File: src/rtl/disp_pkg.sv
// Shared constants for the multiplexed distance display: active-low segment
// patterns (bit 0 = a, bit 6 = g), FSM state types and small helpers.
package disp_pkg;

    localparam logic [6:0] SEG_0     = 7'b1000000;
    localparam logic [6:0] SEG_1     = 7'b1111001;
    localparam logic [6:0] SEG_2     = 7'b0100100;
    localparam logic [6:0] SEG_3     = 7'b0110000;
    localparam logic [6:0] SEG_4     = 7'b0011001;
    localparam logic [6:0] SEG_5     = 7'b0010010;
    localparam logic [6:0] SEG_6     = 7'b0000010;
    localparam logic [6:0] SEG_7     = 7'b1111000;
    localparam logic [6:0] SEG_8     = 7'b0000000;
    localparam logic [6:0] SEG_9     = 7'b0010000;
    localparam logic [6:0] SEG_BLANK = 7'b1111111;
    localparam logic [6:0] SEG_DASH  = 7'b0111111;

    typedef enum logic {
        SCAN_IDLE,
        SCAN_RUN
    } scan_state_t;

    typedef enum logic [1:0] {
        CONV_IDLE,
        CONV_SHIFT,
        CONV_DONE
    } conv_state_t;

    function automatic logic [6:0] seg_digit(input logic [3:0] d);
        case (d)
            4'd0:    return SEG_0;
            4'd1:    return SEG_1;
            4'd2:    return SEG_2;
            4'd3:    return SEG_3;
            4'd4:    return SEG_4;
            4'd5:    return SEG_5;
            4'd6:    return SEG_6;
            4'd7:    return SEG_7;
            4'd8:    return SEG_8;
            4'd9:    return SEG_9;
            default: return SEG_BLANK;
        endcase
    endfunction

    function automatic logic [63:0] pow10(input int n);
        logic [63:0] r;
        r = 64'd1;
        for (int i = 0; i < n; i++) r = r * 64'd10;
        return r;
    endfunction

endpackage

File: src/rtl/bin2bcd_seq.sv
// Sequential shift-add-3 binary to BCD converter, one bit per clock.
// Only the low NUM_DIGITS digits are kept; overflow is judged on the binary value.
//   state      | meaning
//   CONV_IDLE  | waiting for start
//   CONV_SHIFT | DATA_W shift-add-3 iterations, busy high
//   CONV_DONE  | commit cycle, done high, busy low, new start accepted
module bin2bcd_seq
    import disp_pkg::*;
#(
    parameter int DATA_W     = 33,
    parameter int NUM_DIGITS = 6
) (
    input  logic                    clk,
    input  logic                    rst,
    input  logic                    start,
    input  logic [DATA_W-1:0]       bin,
    output logic                    busy,
    output logic                    done,
    output logic [DATA_W-1:0]       value,
    output logic [NUM_DIGITS*4-1:0] bcd
);
    localparam int BW    = NUM_DIGITS * 4;
    localparam int CNT_W = $clog2(DATA_W + 1);

    conv_state_t       state;
    logic [DATA_W-1:0] shreg;
    logic [CNT_W-1:0]  cnt;
    logic [BW-1:0]     adj;

    always_comb begin
        adj = bcd;
        for (int i = 0; i < NUM_DIGITS; i++) begin
            if (bcd[4*i +: 4] >= 4'd5) adj[4*i +: 4] = bcd[4*i +: 4] + 4'd3;
        end
    end

    always_ff @(posedge clk) begin
        if (rst) begin
            state <= CONV_IDLE;
            busy  <= 1'b0;
            done  <= 1'b0;
            cnt   <= '0;
            shreg <= '0;
            value <= '0;
            bcd   <= '0;
        end else begin
            done <= 1'b0;
            case (state)
                CONV_SHIFT: begin
                    bcd   <= {adj[BW-2:0], shreg[DATA_W-1]};
                    shreg <= shreg << 1;
                    if (cnt == '0) begin
                        state <= CONV_DONE;
                        busy  <= 1'b0;
                        done  <= 1'b1;
                    end else begin
                        cnt <= cnt - 1'b1;
                    end
                end
                default: begin
                    // The top samples bcd/value at this same edge, before they reload.
                    if (start) begin
                        value <= bin;
                        shreg <= bin;
                        bcd   <= '0;
                        cnt   <= CNT_W'(DATA_W - 1);
                        busy  <= 1'b1;
                        state <= CONV_SHIFT;
                    end else begin
                        state <= CONV_IDLE;
                    end
                end
            endcase
        end
    end

endmodule

File: src/rtl/distance_display_mux.sv
// Distance display: converts a binary value to BCD, scans it over multiplexed
// 7-segment digits and drives an alarm LED and a hysteretic servo output.
//   state     | meaning
//   SCAN_IDLE | just out of reset, refresh counter held at 0 on digit 0
//   SCAN_RUN  | refresh counter running, digit index advances on terminal count
module distance_display_mux
    import disp_pkg::*;
#(
    parameter int NUM_DIGITS  = 6,
    parameter int DATA_W      = 33,
    parameter int REFRESH_DIV = 50000,
    parameter int BLANK_LZ    = 1,
    parameter int CLOSE_TH    = 10,
    parameter int HYST        = 2,
    parameter int ALARM_MIN   = 100,
    parameter int ALARM_MAX   = 199
) (
    input  logic                  clk,
    input  logic                  rst,
    input  logic [DATA_W-1:0]     distance,
    input  logic                  distance_valid,
    output logic                  busy,
    output logic [6:0]            sseg,
    output logic [NUM_DIGITS-1:0] anodos,
    output logic                  led,
    output logic                  outservo
);
    localparam int BW    = NUM_DIGITS * 4;
    localparam int IDX_W = (NUM_DIGITS > 1) ? $clog2(NUM_DIGITS) : 1;
    localparam int RC_W  = (REFRESH_DIV > 1) ? $clog2(REFRESH_DIV) : 1;
    localparam logic [63:0] LIMIT    = pow10(NUM_DIGITS);
    localparam logic [63:0] CLOSE_LO = 64'(CLOSE_TH);
    localparam logic [63:0] OPEN_HI  = 64'(CLOSE_TH + HYST);
    localparam logic [63:0] A_MIN    = 64'(ALARM_MIN);
    localparam logic [63:0] A_MAX    = 64'(ALARM_MAX);

    logic              conv_done;
    logic [DATA_W-1:0] conv_value;
    logic [BW-1:0]     conv_bcd;

    bin2bcd_seq #(
        .DATA_W     (DATA_W),
        .NUM_DIGITS (NUM_DIGITS)
    ) u_conv (
        .clk   (clk),
        .rst   (rst),
        .start (distance_valid & ~busy),
        .bin   (distance),
        .busy  (busy),
        .done  (conv_done),
        .value (conv_value),
        .bcd   (conv_bcd)
    );

    scan_state_t           scan_state;
    logic [RC_W-1:0]       rcnt;
    logic [IDX_W-1:0]      idx, idx_nxt;
    logic [BW-1:0]         digits, digits_nxt;
    logic                  ovf, ovf_nxt, new_ovf, rc_tc, all_zero, blank_cur;
    logic [63:0]           value_ext;
    logic [NUM_DIGITS-1:0] blank, sel_nxt;
    logic [3:0]            cur;
    logic [6:0]            seg_nxt;

    assign value_ext = 64'(conv_value);
    assign new_ovf   = value_ext >= LIMIT;
    assign rc_tc     = (scan_state == SCAN_RUN) && (rcnt == RC_W'(REFRESH_DIV - 1));

    // Outputs are registered from next-state values so digits, sseg and anodos
    // all change on the same edge, including the commit edge.
    always_comb begin
        digits_nxt = conv_done ? conv_bcd : digits;
        ovf_nxt    = conv_done ? new_ovf : ovf;
        idx_nxt    = idx;
        if (rc_tc) idx_nxt = (idx == IDX_W'(NUM_DIGITS - 1)) ? '0 : idx + 1'b1;
        sel_nxt    = NUM_DIGITS'(1) << idx_nxt;
        all_zero   = 1'b1;
        blank      = '0;
        for (int i = NUM_DIGITS - 1; i >= 0; i--) begin
            all_zero = all_zero && (digits_nxt[4*i +: 4] == 4'd0);
            blank[i] = all_zero && (i != 0) && (BLANK_LZ != 0);
        end
        blank_cur = |(blank & sel_nxt);
        cur       = 4'(digits_nxt >> (4 * int'(idx_nxt)));
        if (ovf_nxt)        seg_nxt = SEG_DASH;
        else if (blank_cur) seg_nxt = SEG_BLANK;
        else                seg_nxt = seg_digit(cur);
    end

    always_ff @(posedge clk) begin
        if (rst) begin
            scan_state <= SCAN_IDLE;
            rcnt       <= '0;
            idx        <= '0;
            digits     <= '0;
            ovf        <= 1'b0;
            sseg       <= SEG_BLANK;
            anodos     <= '1;
            led        <= 1'b1;
            outservo   <= 1'b1;
        end else begin
            scan_state <= SCAN_RUN;
            if (scan_state == SCAN_RUN) rcnt <= rc_tc ? '0 : rcnt + 1'b1;
            idx    <= idx_nxt;
            sseg   <= seg_nxt;
            anodos <= ~sel_nxt;
            if (conv_done) begin
                digits <= conv_bcd;
                ovf    <= new_ovf;
                led    <= ~(!new_ovf && value_ext >= A_MIN && value_ext <= A_MAX);
                if (new_ovf)                outservo <= 1'b1;
                else if (value_ext < CLOSE_LO) outservo <= 1'b0;
                else if (value_ext >= OPEN_HI) outservo <= 1'b1;
            end
        end
    end

endmodule

File: config.mk
export PLATFORM = sky130hd
export DESIGN_NAME = distance_display_mux
export DESIGN_NICKNAME = d
export VERILOG_FILES = /design/src/rtl/disp_pkg.sv /design/src/rtl/bin2bcd_seq.sv /design/src/rtl/distance_display_mux.sv
export SDC_FILE = /design/constraint.sdc
export NUM_CORES = 1
export LEC_CHECK = 0
export CAP_MARGIN = 10
export CORE_MARGIN = 1.5
export CORE_UTILIZATION = 27
export CTS_CLUSTER_SIZE = 30
export DETAILED_ROUTE_END_ITERATION = 16
export SLEW_MARGIN = 20
export SYNTH_ARGS = -nofsm -noshare
export SYNTH_HDL_FRONTEND = slang
export SYNTH_HIERARCHICAL = 1
export SYNTH_SLANG_ARGS = --single-unit
File: constraint.sdc
create_clock -name clk -period 6 [get_ports clk]
set_clock_uncertainty 0.1 [all_clocks]
set_input_delay 1.2 -clock clk [delete_from_list [all_inputs] [get_ports clk]]
set_output_delay 1.2 -clock clk [all_outputs]
set_load 0.03 [all_outputs]
==> run_results.csv <==
group,metric,value,unit
place,dp_slack,2.26,ns
drt,final_antenna_net_count,0,
layout,final_area,8980,um2
critical_path,critPathLaunch,"rcnt[0]",
clock_network,cts_hold_buf,0,
yosys,syn_inst,853,
layout,n_antenna_cell,0,
floorplanning,dieWidth,171,um
critical_path,criticalPathCategory,"register to register",
critical_path,crit-reg2reg-launch,"rcnt[0]",
drt,viasPerCell,4.85,
layout,fillCellCount,2900,
place,place_congestion,0.811,
clock_network,post_cts_buffers,0,
clock_network,cts.clk_slew.worst_paths,0.07,ns
run,drv_cap,0,
power_and_ir_drop,p_comb_share,15.3,%
sta,finalSetupTns,0,ns
sta,setup_viol,0,
hold_path,min_to,"u_conv/value[21]",
drt,dr_total_vias,6147,
critical_path,critPathRequiredTime,6.20,ns
grt,grt_antenna_before_repair,0,
clock_network,clock_sinks,159,
critical_path,end_kind,"register",
grt,grt_overflow_total,0,
drt,drt_iter0_drc,393,
place,io_buffer_count,51,
layout,drive_gt1_share,7.99,%
power_and_ir_drop,switching_share,30.0,%
floorplanning,core-area,27800,um2
sta,fmax,0.297,GHz
yosys,yosys_warnings,6,
layout,stdcell_count,1267,
floorplanning,initial_utilization,27.5,%
clock_network,cts_buffers,17,
critical_path,crit_chain,"ha_1 -> and4_2 -> and4_1 -> o211ai_1 -> a2bb2oi_1 -> o21a_1 -> inv_1 -> ha_1 -> or2_2 -> o211ai_1 -> o211ai_2",
clock_network,insertion_delay,0.44,ns
drt,finalWirelength,17400,um
power_and_ir_drop,p_leak,3.26,nW
sta,rsz0062_at_grt,"no",
sta,period_needed,3.37,ns
floorplanning,boundaryPins,52,
floorplanning,rows,61,
critical_path,critPathMaxFanout,20,
sta,slew_headroom,34.4,%
place,placed_cell_area,8360,um2
place,place_inst,1235,
power_and_ir_drop,clkPwrFrac,40.8,%
critical_path,r2r_cells,11,
floorplanning,die_area,29300,um2
critical_path,slowest_delay,0.71,ns
layout,final_util,32.3,%
power_and_ir_drop,p_per_area,304,nW/um2
power_and_ir_drop,pwr-share-seq,43.9,%
run_status,status,"completed",
clock_network,clk_path_buf_depth,2,
sta,tightest_slew,0.984,ns
power_and_ir_drop,ir_worst_vdd,0.181,mV
critical_path,reg2reg_slack,2.63,ns
layout,layout.cells.most_common,"dfxtp_1",
power_and_ir_drop,p_sw,817,uW
sta,timing.final.ws_setup,2.63,ns
grt,grt_pass1_vias,5873,
layout,syn_to_final_growth,17.6,%
drt,routedWlPerCell,13.8,um
critical_path,cp.arrival,3.57,ns
drt,first_pass_iters,5,
place,post-dp-hpwl,11700,um
critical_path,crit_path_start_kind,"register",
critical_path,r2r-end,"sseg[6]",
floorplanning,dieHeight,171,um
layout,mostFrequentLayoutCells,"dfxtp_1, nor2_1, nand2_1",
hold_path,min_path_type,"register to register",
sta,period_share,56.1,%
hold_path,min_from,"u_conv/value[21]",
hold_path,hold_depth,2,
power_and_ir_drop,intPower,1.91,mW
yosys,netlist_area,7640,um2
yosys,avgSynthCellArea,8.96,um2
clock_network,root_buffer,"clkbuf_16",
yosys,syn-num-nets,909,
clock_network,cts_tree,"yes",
drt,drc,0,
clock_network,post_cts_resized,0,
grt,track_usage,12.6,%
layout,fin_nets,932,
sta,finalHoldViolations,0,
critical_path,critPathSlowestCell,"and4_1",
grt,grt_max_degree,91,
sta,drv_slew,0,
grt,grt_pass1_wl,29600,um
clock_network,cts_htree_levels,4,
worst max-delay path: cells and delay by family (launching register included):
kind	cells	cell delay [ns]
simple gates	3	1.31
compound gates	5	0.98
fa+ha+maj	2	0.38
flops	1	0.37
buf+inv	1	0.09
how the worst max path moves through the flow:
stage,to
finish,sseg[6]
global route,sseg[6]
CTS,sseg[6]
floorplan,sseg[6]
detailed placement,u_conv/value[11]
global placement,u_conv/value[26]
routing by layer:
layer	wire length (um)	vias to the layer above	GRT usage (%)
met5	0	-	0
met4	242	0	4.00
met3	703	22	2.72
met2	7810	122	19.1
met1	8690	2910	17.6
li1	-	3093	-
power by group through the flow:
stage          Clock, mW  Sequential [mW]  Combinational [mW]
6_report            1.11             1.20               0.417
5_1_grt             1.19             1.21               0.462
2_1_floorplan          0             1.22               0.312
3_3_place_gp           0             1.22               0.415
3_5_place_dp           0             1.22               0.418
4_1_cts             1.13             1.20               0.420
final cells by class:
class | count | area [um2] | share of cell area, %
clock buffers | 17 | 425 | 4.74
clock inverters | 15 | 191 | 2.13
inverters | 24 | 90.1 | 1.00
multi-input cells | 619 | 4080 | 45.4
flip-flops and latches | 159 | 3180 | 35.5
well taps | 378 | 473 | 5.27
repair buffers | 55 | 538 | 5.99
state kept, by name, summed over array words and instances, names as in the netlist:
| name | flops |
|---|---|
| led | 1 |
| u_conv/done | 1 |
| ovf | 1 |
| u_conv/bcd | 24 |
| rcnt | 16 |
| digits | 24 |
| outservo | 1 |
| u_conv/state | 2 |
| scan_state | 1 |
| u_conv/cnt | 6 |
| u_conv/value | 32 |
| idx | 3 |
| u_conv/shreg | 33 |
| anodos | 6 |
| sseg | 7 |
| u_conv/busy | 1 |
through the flow:
step           hold WS (ns)  total power [mW]
2_1_floorplan         0.331              1.53
3_3_place_gp          0.342              1.64
3_5_place_dp          0.347              1.64
4_1_cts               0.357              2.75
5_1_grt               0.373              2.86
6_report              0.357              2.73
Power figures use the tool's default switching activity.
